[config.mk]
export PLATFORM = sky130hd
export DESIGN_NAME = alu_sequencer
export DESIGN_NICKNAME = d
export VERILOG_FILES = /design/src/rtl/alu_sequencer.sv
export SDC_FILE = /design/constraint.sdc
export NUM_CORES = 1
export LEC_CHECK = 0
export ABC_AREA = 1
export BUFFER_PORTS_ARGS = -buffer_cell sky130_fd_sc_hd__clkbuf_2
export CAP_MARGIN = 20
export CORE_MARGIN = 10
export CORE_UTILIZATION = 30
export DETAILED_ROUTE_END_ITERATION = 12
export GPL_TIMING_DRIVEN = 1
export SYNTH_ARGS = -nofsm -noshare
export SYNTH_HDL_FRONTEND = slang
export SYNTH_SLANG_ARGS = --single-unit
[constraint.sdc]
create_clock -name clk -period 1.3 [get_ports clk]
set_input_delay 0.065 -clock clk [delete_from_list [all_inputs] [get_ports clk]]
set_output_delay 0.065 -clock clk [all_outputs]
set_load 0.03 [all_outputs]
[src/rtl/alu_sequencer.sv]
// alu_sequencer: fetch/exec control unit that drives an 8-bit ALU from a 4x8 register file
module alu_sequencer #(
    parameter int PC_W = 8
) (
    input  logic            clk,
    input  logic            rst,
    input  logic            run,
    input  logic            ld_en,
    input  logic [1:0]      ld_sel,
    input  logic [7:0]      ld_data,
    output logic            fetch_req,
    output logic [PC_W-1:0] pc,
    input  logic            fetch_valid,
    input  logic [9:0]      instr,
    output logic [1:0]      alu_opcode,
    output logic [3:0]      alu_addrs,
    output logic [7:0]      alu_din0,
    output logic [7:0]      alu_din1,
    input  logic [7:0]      alu_dout,
    input  logic            alu_carry,
    input  logic            alu_borrow,
    input  logic            alu_bcf,
    input  logic            alu_bbf,
    input  logic            alu_buc,
    input  logic            alu_toggle,
    output logic            carry_flag,
    output logic            borrow_flag,
    output logic            toggle_out,
    output logic            instr_done,
    input  logic [1:0]      dbg_sel,
    output logic [7:0]      dbg_data
);
    typedef enum logic [1:0] {IDLE, FETCH, EXEC} stateType;

    stateType   state;
    stateType   nextState;
    logic [9:0] ir;
    logic [7:0] regFile [4];
    logic [1:0] rd;
    logic [1:0] rs;
    logic       branchCtl;
    logic       taken;

    assign rd         = ir[3:2];
    assign rs         = ir[1:0];
    assign alu_opcode = ir[9:8];
    assign alu_addrs  = ir[7:4];
    assign alu_din0   = regFile[rd];
    assign alu_din1   = regFile[rs];
    assign dbg_data   = regFile[dbg_sel];
    assign branchCtl  = (ir[9:8] == 2'b11) && (alu_bcf || alu_bbf || alu_buc);
    assign taken      = branchCtl && (alu_buc || (alu_bcf && carry_flag) || (alu_bbf && borrow_flag));

    // next-state and handshake outputs; a valid fetch wins over run dropping
    always_comb begin
        nextState  = state;
        fetch_req  = 1'b0;
        instr_done = 1'b0;
        case (state)
            IDLE:    nextState = run ? FETCH : IDLE;
            FETCH: begin
                fetch_req = 1'b1;
                nextState = fetch_valid ? EXEC : (run ? FETCH : IDLE);
            end
            EXEC: begin
                instr_done = 1'b1;
                nextState  = run ? FETCH : IDLE;
            end
            default: nextState = IDLE;
        endcase
    end

    // state register, preload, instruction latch and EXEC writeback; branch flags are the pre-EXEC values
    always_ff @(posedge clk) begin
        if (rst) begin
            state       <= IDLE;
            pc          <= '0;
            ir          <= '0;
            regFile     <= '{default: '0};
            carry_flag  <= 1'b0;
            borrow_flag <= 1'b0;
            toggle_out  <= 1'b0;
        end else begin
            state <= nextState;
            case (state)
                IDLE:    if (ld_en) regFile[ld_sel] <= ld_data;
                FETCH:   if (fetch_valid) ir <= instr;
                EXEC: begin
                    if (!branchCtl) regFile[rd] <= alu_dout;
                    if (ir[9:8] == 2'b00) carry_flag <= alu_carry;
                    if (ir[9:8] == 2'b01) borrow_flag <= alu_borrow;
                    if (alu_toggle) toggle_out <= ~toggle_out;
                    pc <= taken ? PC_W'(regFile[rs]) : pc + PC_W'(1);
                end
                default: ;
            endcase
        end
    end
endmodule

# Word-level counts from Yosys, hierarchy flattened
# Index checks and enable logic that the tools add are counted.
# op_classes
add_sub_neg	1
n_lt_le_gt_ge	6
n_eq_ne	6
muxes	24
bitwise	5
reduce_logical	19
# ops
op	n
$mux 8	9
$bwmux 32	2
$mux 32	2
$pmux 32 s2	1
$bmux 8 s2	3
$demux 8 s2	2
$ge 3x3->1 const B	4
$not 2->3	4
$add 8x1->8 const B	1
$reduce_and 2->1	4
$logic_and 1x1->1	6
$lt 3x1->1 const B	2
$eq 2x1->1 const B	2
$eq 2x2->1 const B	2
$logic_not 2->1	2
$logic_or 1x1->1	4
$ne 2x2->1 const B	2
$pmux 2 s2	1
$mux 1	3
$reduce_and 3->1	1
$mux 2	1
$reduce_bool 2->1	1
$reduce_or 2->1	1
$not 1->1	1
# word_totals
ff_bits	55

# Longest topological paths before layout
# depth
ltp_word	8
depth_mapped	9
ltp_nobuf	9

# Worst setup path before layout
# Ideal clock, no wire load.
# synth_timing
path_type	reg-to-reg
startpoint	register state[0]
endpoint	register ir[4]
arrival_time_ps	1551
setup_slack_ps	-383
stages_incl_launch_ff	7
synth_period_minus_slack_ps	1683
cell_sequence	dfxtp_1 -> inv_1 -> nor2_1 -> nand2_1 -> buf_2 -> nand2_1 -> a21oi_1
# synth_via
elab_chain_len	2
# synth_rtl
element	line	source
start: declaration	35	stateType state;
start signal: assignment	84	state <= nextState;
$eq 2x1->1	85	case (state)
$reduce_and 2->1 (no source line)	n/a	
end signal: assignment	87	FETCH: if (fetch_valid) ir <= instr;
end: declaration	37	logic [9:0] ir;
# Every way passes these cells.
# A chain may end at the register's enable or synchronous reset.

# Worst setup path in the final report
# layout_timing
startpoint	register ir[2]
endpoint	output port alu_din0[3]
# layout_via
elab_chain_len	4
# layout_rtl
element	line	source
$not 2->3 (not written as such)	48	assign alu_din0 = regFile[rd];
$bmux 8 s2	48	
$mux 8 (not written as such) (2 in a row)	48	
end: declaration	17	output logic [7:0] alu_din0,
# Every way passes these cells. The select of a mux whose other input is x is not followed.

==> impl_metrics.tcl <==
set metrics [dict create \
    cts_tree "yes" \
    worst_r2r_path_depth 8 \
    p_sw_share_pct 33.8 \
    slew_headroom_pct 61.8 \
    floorplan.core_area_um2 11500 \
    worstSkewPairLatency_ns 0.30 \
    number_of_pins_exceeding_their_max_slew_limit_in_the_final_report 0 \
    max_cap_viol_count 0 \
    worst_pin_slew_ns 0.573 \
    grt_antenna_before_repair 0 \
    clock_tree.root_cell "clkbuf_16" \
    worst_setup_path_class "reg -> out" \
    max_freq_mhz 657 \
    crit_cells 4 \
    half_perimeter_wire_length_of_the_detailed_placement_result_um 9350 \
    starting_drc_count_in_detailed_routing 312 \
    setup_tns_ns -3.09 \
    vdd_drop_max_v 0.000628 \
    yosys.area_share.adder_pct 0.351 \
    kind_of_capture_point_of_the_worst_setup_path "output port" \
    diodes 0 \
    seq_power_share_pct 38.8 \
    post_synth_and_or_nand_nor_area_fraction_pct 33.6 \
    fin_cells 833 \
    power-per-cell-area_nw_per_um2 828 \
    post_synth_instance_area_um2 3560 \
    multi_input_comb_area_um2 2680 \
    crit_buf_inv 2 \
    whs_ns 0.0149 \
    sequential_cell_area_um2 1150 \
    synth_compound_gate_area_share_pct 21.2 \
    report.power.total_mw 4.77 \
    critical_path_arrival_ns 1.46 \
    n_fill_cell 1071 \
    min-delay-path-class "in -> reg" \
    numCtsBuffers 5 \
    dieHeight_um 129 \
    final_cycle_share_pct 117 \
    clock_power_share_pct 30.3 \
    route.vias.total 4278 \
    gr-total-overflow 0 \
    layout_commonest_cell "nand2_1" \
    placed_cells 795 \
    setup_repair_after_global_routing_missed_its_margin "yes" \
    globalplace.congestion 0.842 \
    place.port_buffers 83 \
    crit_path_from "ir[2]" \
    ios 84 \
    total_switching_power_mw 1.61 \
    cp.required_ns 1.24 \
    internal_dissipation_mw 3.16 \
    timing.critical_path.to "alu_din0[3]" \
    leading_cell_types_in_the_layout_fill_and_taps_excluded "nand2_1 (112), clkbuf_2 (57), inv_1 (54), nor2_1 (49), buf_4 (42)" \
    synthesis.area_per_instance_um2 6.32 \
    synth_top_family_by_area "simple AND/OR/NAND/NOR gates" \
    ys_seq_elements 55 \
    number_of_synthesis_warnings 0 \
    regToRegSetupSlack_ns -0.08 \
    row_count 39 \
    report.final.setup_viol 33 \
    pwr-share-comb_pct 30.9 \
    synth.area.mux_share_pct 0 \
    run_status "complete, but fails checks" \
    drive_gt1_share_pct 50.7 \
    final_net_count 731 \
    crit_family "buffers and inverters" \
    hold_viol_final 0 \
    timing.critical_path.slowest_cell_delay_ns 0.40 \
    drc 0 \
    violated_checks "setup timing" \
    route.detailed.wl_per_inst_um 16.3 \
    post_synth_xor_area_fraction_pct 0.492 \
    setup_ws_ns -0.221 \
    floorplan.die.width_um 129 \
    timing.rr.end "regFile[30]" \
    post_drt_via_cell_ratio 5.14 \
    grt_pass1_wl_um 20700 \
    track_usage_pct 15.2 \
    slowest_stage "dfxtp_2" \
    synth_sequential_area_ratio_pct 30.9 \
    mappedNetlistNets 605 \
    fin_worst_skew_ns 0.00616 \
    netlist-cell-type-count 27 \
    worstPathCellList "nand2_2, buf_4, o221ai_2, clkbuf_8" \
    area.growth.synth_to_final_pct 61.9 \
    drtPass1Iterations 5 \
    fp.dieArea_um2 16600 \
    cts.sink_count 55 \
    finalCriticalPeriod_ns 1.52 \
    clk_pin_slew_worst_paths_ns 0.07 \
    ant_nets 0 \
    maximum_number_of_pins_on_one_net_before_global_route_repair 33 \
    power.leakage_nw 2.67 \
    critical_path.startpoint_type "flop" \
    syn_inst 563 \
    first_global_vias 4153 \
    critical_path_peak_fanout 16 \
    rr_startpoint "ir[3]" \
    cts-root-to-sink-buffers 2 \
    routed_wirelength_um 13600 \
    floorplan.initialDensity_pct 30.9 \
    cts-htree-levels 2 \
]
[worst min-delay path by stage]
stage | start | endpoint | depth (start not counted)
floorplan | rst | ir[7] | 1
global placement | run | state[0] | 2
detailed placement | run | state[0] | 2
CTS | run | state[0] | 2
global route | run | state[0] | 2
finish | run | state[0] | 2
[logic make-up after synthesis]
logic type	after synthesis
adders and majority gates	1
AOI/OAI and AO/OA	130
and+or+nand+nor	272
DFF	55
buffers and inverters	103
xor gates and xnor gates	2
[final cells by class]
cell class / count / share of cell area (%)
Sequential cell: 55 / 19.9
Timing Repair inverter: 1 / 0.152
Clock buffer: 6 / 2.41
Tap cell: 143 / 3.10
Inverter: 74 / 5.34
Timing Repair Buffer: 144 / 22.4
Clock inverter: 2 / 0.282
Multi-Input combinational cell: 408 / 46.4
[stage by stage]
stage          worst slack (ns)  util (%)  area (um2)
6_report                 -0.221      50.1        5760
5_1_grt                  -0.257      50.1        5760
4_1_cts                  -0.212      46.0        5300
3_5_place_dp            -0.0897      38.0        4370
3_3_place_gp            -0.0909      38.0        4370
2_1_floorplan            -0.117         -        3650
[synth_stat cells]
library cell	number	area (um2)
nor2_2	1	6.26
nor2_4	1	11.3
nand3_1	30	150
clkbuf_1	9	33.8
a21oi_1	52	260
buf_4	8	60.1
nand2_1	144	541
nand2_2	1	6.26
nand3b_1	1	7.51
nor2_1	76	285
buf_12	1	20.0
clkinv_1	1	3.75
o22ai_1	32	200
inv_2	2	7.51
a22oi_1	8	60.1
nand2_4	9	101
o21ai_0	26	130
and3_1	1	6.26
inv_1	71	267
xor2_1	2	17.5
ha_1	1	12.5
nand3_2	8	80.1
dfxtp_1	55	1100
o21ai_2	4	35.0
buf_2	6	30.0
o221ai_1	8	70.1
buf_6	5	56.3
[power by group through the flow]
stage / logic (mW) / registers, mW / clock network [mW]
3_3_place_gp: 1.00 / 1.87 / 0
3_5_place_dp: 1.02 / 1.87 / 0
2_1_floorplan: 0.667 / 1.85 / 0
4_1_cts: 1.30 / 1.84 / 1.46
5_1_grt: 1.58 / 1.86 / 1.54
6_report: 1.47 / 1.85 / 1.45
[what timing repair did]
item | CTS | global route
gates cloned | 4 | 3
setup buffers | 15 | 9
gates resized for setup | 167 | 117
hold buffers | 0 | 0
setup endpoints to repair | 56 | 66
pin swaps | 42 | 40
[metal layers]
layer | vias to the layer above | part of all wire [%] | global-route usage (%)
li1 | 2098 | - | -
met1 | 1976 | 42 | 19.6
met2 | 183 | 47 | 24.8
met3 | 21 | 9.1 | 3.24
met4 | 0 | 1.5 | 5.02
met5 | - | 0 | 0
[flip-flops by register name (all words and copies together), names as in the netlist]
register,count
pc,8
carry_flag,1
borrow_flag,1
toggle_out,1
ir,10
regFile,32
state,2
Note: power is estimated with default switching activity, not from simulation.
